[src/rtl/alu_pkg.sv]
// alu_pkg: shared width, opcodes, compare codes and class-flag struct for the ALU
package alu_pkg;
  localparam int WIDTH = 16;
  localparam logic [3:0] OP_ADD  = 4'h0;
  localparam logic [3:0] OP_SUB  = 4'h1;
  localparam logic [3:0] OP_MUL  = 4'h2;
  localparam logic [3:0] OP_DIV  = 4'h3;
  localparam logic [3:0] OP_AND  = 4'h4;
  localparam logic [3:0] OP_OR   = 4'h5;
  localparam logic [3:0] OP_NAND = 4'h6;
  localparam logic [3:0] OP_NOR  = 4'h7;
  localparam logic [3:0] OP_XOR  = 4'h8;
  localparam logic [3:0] OP_XNOR = 4'h9;
  localparam logic [3:0] OP_EQ   = 4'hA;
  localparam logic [3:0] OP_GT   = 4'hB;
  localparam logic [3:0] OP_LT   = 4'hC;
  localparam logic [3:0] OP_SHR  = 4'hD;
  localparam logic [3:0] OP_SHL  = 4'hE;
  localparam logic [3:0] OP_NOP  = 4'hF;
  localparam int CMP_EQ = 1;
  localparam int CMP_GT = 2;
  localparam int CMP_LT = 3;
  typedef struct packed {
    logic arith;
    logic logic_op;
    logic cmp;
    logic shift;
  } alu_class_t;
endpackage

[src/rtl/alu_if.sv]
// alu_if: operand/function inputs and registered result/flag outputs of the ALU
interface alu_if #(parameter int WIDTH = 16);
  logic [WIDTH-1:0] A;
  logic [WIDTH-1:0] B;
  logic [3:0]       ALU_FUN;
  logic [WIDTH-1:0] ALU_OUT;
  logic             Carry_Flag;
  logic             Arith_Flag;
  logic             Logic_Flag;
  logic             CMP_Flag;
  logic             Shift_Flag;
  modport master (output A, B, ALU_FUN,
                  input ALU_OUT, Carry_Flag, Arith_Flag, Logic_Flag, CMP_Flag, Shift_Flag);
  modport slave (input A, B, ALU_FUN,
                 output ALU_OUT, Carry_Flag, Arith_Flag, Logic_Flag, CMP_Flag, Shift_Flag);
endinterface

[src/rtl/alu_flag_dec.sv]
// alu_flag_dec: combinational function code to operation-class decode (NOP yields no class)
module alu_flag_dec import alu_pkg::*; (
  input  logic [3:0] fun,
  output alu_class_t cls
);
  always_comb begin
    cls.arith    = fun <= OP_DIV;
    cls.logic_op = fun >= OP_AND && fun <= OP_XNOR;
    cls.cmp      = fun >= OP_EQ && fun <= OP_LT;
    cls.shift    = fun == OP_SHR || fun == OP_SHL;
  end
endmodule

[src/rtl/alu_core.sv]
// alu_core: registered 16-bit ALU; define ALU_DIV_EN to build the unsigned divider
module alu_core import alu_pkg::*; #(
  parameter int WIDTH = alu_pkg::WIDTH
) (
  input logic CLK,
  input logic RST,
  alu_if.slave bus
);
  logic [WIDTH-1:0] res;
  logic             carry;
  alu_class_t       cls;
  alu_flag_dec u_dec (.fun(bus.ALU_FUN), .cls(cls));
  always_comb begin
    res   = '0;
    carry = 1'b0;
    case (bus.ALU_FUN)
      OP_ADD:  {carry, res} = {1'b0, bus.A} + {1'b0, bus.B};
      OP_SUB:  begin
        res   = bus.A - bus.B;
        carry = bus.A < bus.B;
      end
      OP_MUL:  res = bus.A * bus.B;
`ifdef ALU_DIV_EN
      OP_DIV:  res = (bus.B == '0) ? '1 : bus.A / bus.B;
`else
      OP_DIV:  res = '0;
`endif
      OP_AND:  res = bus.A & bus.B;
      OP_OR:   res = bus.A | bus.B;
      OP_NAND: res = ~(bus.A & bus.B);
      OP_NOR:  res = ~(bus.A | bus.B);
      OP_XOR:  res = bus.A ^ bus.B;
      OP_XNOR: res = ~(bus.A ^ bus.B);
      OP_EQ:   res = (bus.A == bus.B) ? WIDTH'(CMP_EQ) : '0;
      OP_GT:   res = (bus.A > bus.B) ? WIDTH'(CMP_GT) : '0;
      OP_LT:   res = (bus.A < bus.B) ? WIDTH'(CMP_LT) : '0;
      OP_SHR:  res = bus.A >> 1;
      OP_SHL:  res = bus.A << 1;
      default: res = '0;
    endcase
  end
  always_ff @(posedge CLK) begin
    if (RST) begin
      bus.ALU_OUT    <= '0;
      bus.Carry_Flag <= 1'b0;
      bus.Arith_Flag <= 1'b0;
      bus.Logic_Flag <= 1'b0;
      bus.CMP_Flag   <= 1'b0;
      bus.Shift_Flag <= 1'b0;
    end else begin
      bus.ALU_OUT    <= res;
      bus.Carry_Flag <= carry;
      bus.Arith_Flag <= cls.arith;
      bus.Logic_Flag <= cls.logic_op;
      bus.CMP_Flag   <= cls.cmp;
      bus.Shift_Flag <= cls.shift;
    end
  end
endmodule

[src/flat_wrapper.sv]
// flat-port wrapper written by rule: the top's interface ports become plain ports
module alu_core_flat import alu_pkg::*;
#(
  parameter int WIDTH = alu_pkg::WIDTH
)
  (CLK, RST, bus_A, bus_B, bus_ALU_FUN, bus_ALU_OUT, bus_Carry_Flag, bus_Arith_Flag, bus_Logic_Flag, bus_CMP_Flag, bus_Shift_Flag);
  alu_if #(.WIDTH(WIDTH)) bus_i ();
  input logic CLK;
  input logic RST;
  input wire logic [$bits(bus_i.A)-1:0] bus_A;
  input wire logic [$bits(bus_i.B)-1:0] bus_B;
  input wire logic [$bits(bus_i.ALU_FUN)-1:0] bus_ALU_FUN;
  output wire logic [$bits(bus_i.ALU_OUT)-1:0] bus_ALU_OUT;
  output wire logic [$bits(bus_i.Carry_Flag)-1:0] bus_Carry_Flag;
  output wire logic [$bits(bus_i.Arith_Flag)-1:0] bus_Arith_Flag;
  output wire logic [$bits(bus_i.Logic_Flag)-1:0] bus_Logic_Flag;
  output wire logic [$bits(bus_i.CMP_Flag)-1:0] bus_CMP_Flag;
  output wire logic [$bits(bus_i.Shift_Flag)-1:0] bus_Shift_Flag;
  assign bus_i.A = bus_A;
  assign bus_i.B = bus_B;
  assign bus_i.ALU_FUN = bus_ALU_FUN;
  assign bus_ALU_OUT = bus_i.ALU_OUT;
  assign bus_Carry_Flag = bus_i.Carry_Flag;
  assign bus_Arith_Flag = bus_i.Arith_Flag;
  assign bus_Logic_Flag = bus_i.Logic_Flag;
  assign bus_CMP_Flag = bus_i.CMP_Flag;
  assign bus_Shift_Flag = bus_i.Shift_Flag;
  alu_core #(.WIDTH(WIDTH)) u_core (.CLK(CLK), .RST(RST), .bus(bus_i));
endmodule
[config.mk]
export PLATFORM = sky130hd
export DESIGN_NAME = alu_core_flat
export DESIGN_NICKNAME = d
export VERILOG_FILES = /design/src/rtl/alu_pkg.sv /design/src/rtl/alu_if.sv /design/src/rtl/alu_flag_dec.sv /design/src/rtl/alu_core.sv /design/src/flat_wrapper.sv
export SDC_FILE = /design/constraint.sdc
export NUM_CORES = 1
export LEC_CHECK = 0
export CAP_MARGIN = 10
export CORE_MARGIN = 2
export CORE_UTILIZATION = 30
export CTS_BUF_LIST = sky130_fd_sc_hd__clkbuf_8
export DETAILED_ROUTE_END_ITERATION = 6
export GPL_TIMING_DRIVEN = 0
export PLACE_DENSITY = 0.56
export SLEW_MARGIN = 25
export SYNTH_ARGS = -nofsm -noshare
export SYNTH_HDL_FRONTEND = slang
export SYNTH_HIERARCHICAL = 1
export SYNTH_SLANG_ARGS = --single-unit
export TNS_END_PERCENT = 10
[constraint.sdc]
create_clock -name CLK -period 5.9 [get_ports CLK]
set_input_delay 0.885 -clock CLK [delete_from_list [all_inputs] [get_ports CLK]]
set_output_delay 0.885 -clock CLK [all_outputs]
set_load 0.01 [all_outputs]
Yosys cells after proc, flatten, opt, wreduce, memory -nomap -nowiden --
Cells that the tools add are included.
Operators by class: bitwise operators 6, shifts and indexed selects 0, $lt $le $gt $ge 7, add/sub/neg operators 2, eq/ne operators 14, reductions and logical operators 4, div/mod/pow operators 0, multipliers 1, muxes and demuxes 5
Operators with widths (count):
- 16-bit one-hot mux with 14 select lines | 1
- 16-bit NOT | 3
- 4-bit equality test, second input constant | 7
- 16-bit by 16-bit adder with 17-bit output | 1
- 16-bit AND | 1
- 16-bit equality test | 1
- 4-bit by 3-bit equality test with 1-bit output, second input constant | 4
- 16-bit > comparator | 1
- 16-bit < comparator | 1
- 16-bit by 16-bit multiplier with 16-bit output | 1
- 16-bit OR | 1
- 16-bit subtractor | 1
- 16-bit bitwise XOR | 1
- 4-bit <= comparator, second input constant | 2
- 4-bit by 1-bit equality test with 1-bit output, second input constant | 1
- 4-bit by 2-bit equality test with 1-bit output, second input constant | 1
- 4-bit by 3-bit >= comparator with 1-bit output, second input constant | 1
- 4-bit >= comparator, second input constant | 1
- 4-bit by 2-bit <= comparator with 1-bit output, second input constant | 1
- 4-bit logical NOT | 1
- 2-bit 2-to-1 mux | 2
- 1-bit logical AND | 2
- 1-bit one-hot mux with 2 select lines | 1
- 1-bit logical OR | 1
- 1-bit 2-to-1 mux | 1
Storage, ports and cells: logic and storage cells 45, memories kept 0, bits in read-only memories 0, memory bits (writable) 0, latch bits 0, bits in registers 21

Longest topological paths before layout --
depth in word-level cells 3, mapped depth 23, gate-level depth less buffers 22

By module --
The synthesis kept the hierarchy.
Modules (own cells, without submodules):
- alu_core | cells an instance 959, area each 7307.0 um^2, seq. area each 420.4 um^2, instances 1
- alu_flag_dec | cells an instance 8, area each 50.0 um^2, seq. area each 0.0 um^2, instances 1

Worst setup path before layout --
OpenSTA, ideal clock, no wires.
kind input port to flip-flop, start in bus_A[5], end reg u_core.bus.ALU_OUT[15], slack 0.210 ns, required time 5.768 ns, buffers on the path 1, data arrival time 5.558 ns, setup time 0.132 ns, stages 21, cell sequence clkbuf_1 -> inv_1 -> nor2_1 -> fa_1 -> inv_1 -> fa_1 -> fa_1 -> fa_1 -> inv_1 -> fa_1 -> inv_1 -> fa_1 -> inv_1 -> ha_1 -> a21oi_1 -> o21bai_1 -> a41o_1 -> a31oi_1 -> xnor2_1 -> a21oi_1 -> a21oi_1
On the way: longest elaborated chain between the ends 2, elaborated cells on any way between the ends 4, those cells by class add/sub (2); mul (1); mux (1)
Ends and longest elaborated chain:
- from (decl) | line flat_wrapper.sv:10 | input wire logic [$bits(bus_i.A)-1:0] bus_A;
- 16-bit by 16-bit multiplier with 16-bit output, or another cell as far along | line alu_core.sv:22 | OP_MUL: res = bus.A * bus.B;
- 16-bit one-hot mux with 14 select lines (*) | line alu_core.sv:16 | case (bus.ALU_FUN)
- to (signal assigned) | line alu_core.sv:51 | bus.ALU_OUT <= res;
- to (decl) | line alu_if.sv:15 | output ALU_OUT, Carry_Flag, Arith_Flag, Logic_Flag, CMP_Flag, Shift_Flag);
Mark *: on every way between the ends. The rest lies on a longest branch, timed or not. A chain may end at the register's enable or synchronous reset.

Worst setup path after layout --
start in bus_A[0], end reg u_core.bus.ALU_OUT[14]
The elaborated chain is that of the path after synthesis.

==> summary.txt <==
Yosys
  • Post-synth top flop: dfxtp_1
  • Asr flop ratio synth: 0%
  • Synth area leaders: fa_1, ha_1, inv_1
  • Unique masters post-synth: 62
  • Post-synth EDFFs: 0
  • Post-Syn Area: 7357 µm²
  • Yosys top cell by area: fa_1
  • Synth Register Bits: 21
  • Warnings, synthesis: 6
  • Top-area cell type share of the netlist area: approximately 22%
  • Sequential fraction of the synthesis area: ~5.7%
  • Syn_area_per_cell: 7.608 µm²
  • Syn nets: 1185
  • Cells after Synth: just under 1000

STA
  • Count of pins over their slew limit: 0
  • Final Hold Fails: 0
  • Maximum clock frequency: 173.1 MHz
  • Slew margin rel.: 42.03%
  • Crit share post-route: 97.94%
  • Setup Viol. Count Final: 0
  • WHS: about 1.3 ns
  • Final min period: 5.778 ns
  • Worst-margin pin slew: between 0.8 and 0.9 ns

Floorplanning
  • I/O pin total: 59
  • Initial Util: 30.43%
  • Die H: 160.6 µm
  • Core ar.: 24180 µm²
  • Row cnt: 57
  • Die X-Extent: 160.6 µm
  • Die ar.: 25790 µm²

Worst setup path
  • Crit Path Category: input pin to register
  • Critical path buffer and inverter count: 5
  • Type of origin of the critical path: input pin
  • Critical Path RT: 6.03 ns
  • Cell mode on critical path: fa_1
  • Slowest stage cell, crit path: fa_1
  • Crit Path Max Fanout: 11
  • Critical Path End Type: register
  • Crit-path leading delay family: adder cells
  • Critical path's largest stage delay: 0.55 ns
  • Crit path DAT: 5.91 ns
  • Critical-path cell list: clkdlybuf4s15_2, inv_1, clkbuf_8, nor2_1, ha_1, fa_1, fa_1, fa_1, fa_1, inv_1, fa_1, inv_1, ha_4, nor2_1, nand2_1, o21ai_2, nand2_2, o211ai_1, a211oi_2, a31oi_1

Power and ir drop
  • Leakage power: around 0.004 µW
  • Combinational fraction of design power: between 90% and 100%
  • Net Sw Power: 1824 µW
  • Sw Share: 52.89%
  • Reg power frac: between 4 and 5%
  • Clock power share: 2.8%
  • Int Power: 1624 µW
  • Cell area power density: 382.0 nW/µm²
  • VDD IR max: 0.0005091 V

Hold path
  • Worst Hold Class: input pin to register

Clock tree
  • CTS Root Buffer Type: clkbuf_8
  • Total CTS buffers: 3
  • Clk slew on worst S/H paths: 0.08 ns
  • Clock Sinks: 21
  • Total number of H-tree levels: 1
  • CTS tree: done
  • Worst-case clock buffer depth: 2

Global routing
  • Vias in the first global route: ~7200
  • Global-route wire length before repair: 42.85 mm
  • Global Route Usage Sum: 21.63%
  • Antenna violations before repair: 0
  • Largest net degree at the start of global routing: 12
  • Grt total ovfl: 0

Job
  • MaxCap Viol Count: 0

Layout
  • Most frequent cells in the layout: inv_1, nor2_1, nand2_1, ha_1, fa_1
  • Layout cells sized above 1: 13.55%
  • Net total in the final layout: 1282
  • Post-route cell area: between 9000 and 10000 µm²
  • Core Util, Final: a little under two fifths
  • Area Overhead vs Synth: 22.67%
  • Commonest non-fill, non-tap cell in the layout: inv_1
  • Diode count: 0

Outcome
  • Outcome: finished clean

Drt
  • Wire per inst: 20.17 µm
  • Initial drt markers: about 740
  • Final WL: approximately 28 mm
  • Antenna Nets Post-Route: 0
  • Post-route DRC: 0
  • DR vias/cell: 5.236
  • Drt pass-1 iters: 7
  • Vias: 7263

Place
  • GPL Wtd Cong: roughly 0.97
  • DP HPWL: 21.84 mm
  • Port Buffers: 58
  • Area post-placement: approximately 8400 µm²
==> synth_stat cells (all sizes together), types with 9 or more instances <==
cell,number
inv,161
nor2,118
nand2,106
ha,99
fa,81
xnor2,58
a21oi,47
o21ai,31
clkbuf,29
dfxtp,21
xor2,21
a31oi,17
nor3,17
buf,13
nand3,13
a221oi,11
o22ai,11
a22oi,9
==> cells by family after synthesis <==
| group | after synthesis | share of synthesized area, % |
|---|---|---|
| AND/OR/NAND/NOR | 285 | 16.72 |
| buffers and inverters | 211 | 11.80 |
| adder cells (fa/ha/maj) | 180 | 38.88 |
| flip-flops | 21 | 5.714 |
| XOR/XNOR | 79 | 9.405 |
| multiplexers | 4 | 0.5612 |
| AO/OA/AOI/OAI | 187 | 16.92 |
==> power by group through the flow <==
stage	Sequential [µW]	Combinational (µW)	Clock, µW
after global placement	166	2450	0
after global routing	164	3520	102
after floorplan	175	1670	0
after CTS	163	3000	97.9
after detailed placement	166	2460	0
final	163	3190	95.0
==> layout make-up <==
| type | instances | area, µm² |
|---|---|---|
| clock inverter | 1 | 3.754 |
| tap | 324 | 405.4 |
| timing repair buffer | 94 | 833.3 |
| clock buffer | 3 | 41.29 |
| fill | 2567 | 15150 |
| multi-input combinational | 735 | 6299 |
| buffer | 40 | 321.6 |
| inverter | 169 | 700.7 |
| sequential | 21 | 420.4 |
==> timing repair <==
action,CTS,global route
setup buffers,30,5
gates resized for setup,187,43
hold buffers,0,0
setup endpoints to repair,10,6
pin swaps,19,24
cloned,0,0
==> through the flow <==
step / worst slack, ns / setup TNS (ns) / cells / total power [µW]
floorplan: 0.2095 / 0 / 967 / 1846
global placement: -2.090 / -13.81 / 1349 / 2611
detailed placement: -2.090 / -13.84 / 1350 / 2623
CTS: -0.01592 / -0.01592 / 1384 / 3259
global route: -0.001815 / -0.001815 / 1387 / 3781
finish: 0.1218 / 0 / 1387 / 3448
==> layer usage <==
layer / up-vias / share of wire (%) / wire, µm / track usage [%]
met2: 365 / 44 / 12210 / 33.84
met3: 60 / 9.7 / 2702 / 4.830
met4: 2 / 3.9 / 1088 / 6.347
met5: - / 0.16 / 45 / 1.326
li1: 3343 / - / - / -
met1: 3493 / 43 / 11940 / 29.76
==> state kept, by name, indices dropped and copies added (netlist names) <==
| name | cells |
|---|---|
| u_core/bus.ALU_OUT | 16 |
| u_core/bus.Arith_Flag | 1 |
| u_core/bus.CMP_Flag | 1 |
| u_core/bus.Carry_Flag | 1 |
| u_core/bus.Logic_Flag | 1 |
| u_core/bus.Shift_Flag | 1 |
==> worst paths after layout <==
check,start,cells past startpoint,to
worst max-delay path,bus_A[0],20,u_core/bus.ALU_OUT[14]
worst min-delay path,bus_A[4],4,u_core/bus.ALU_OUT[3]
No activity file was read; power rests on OpenSTA's default activity.
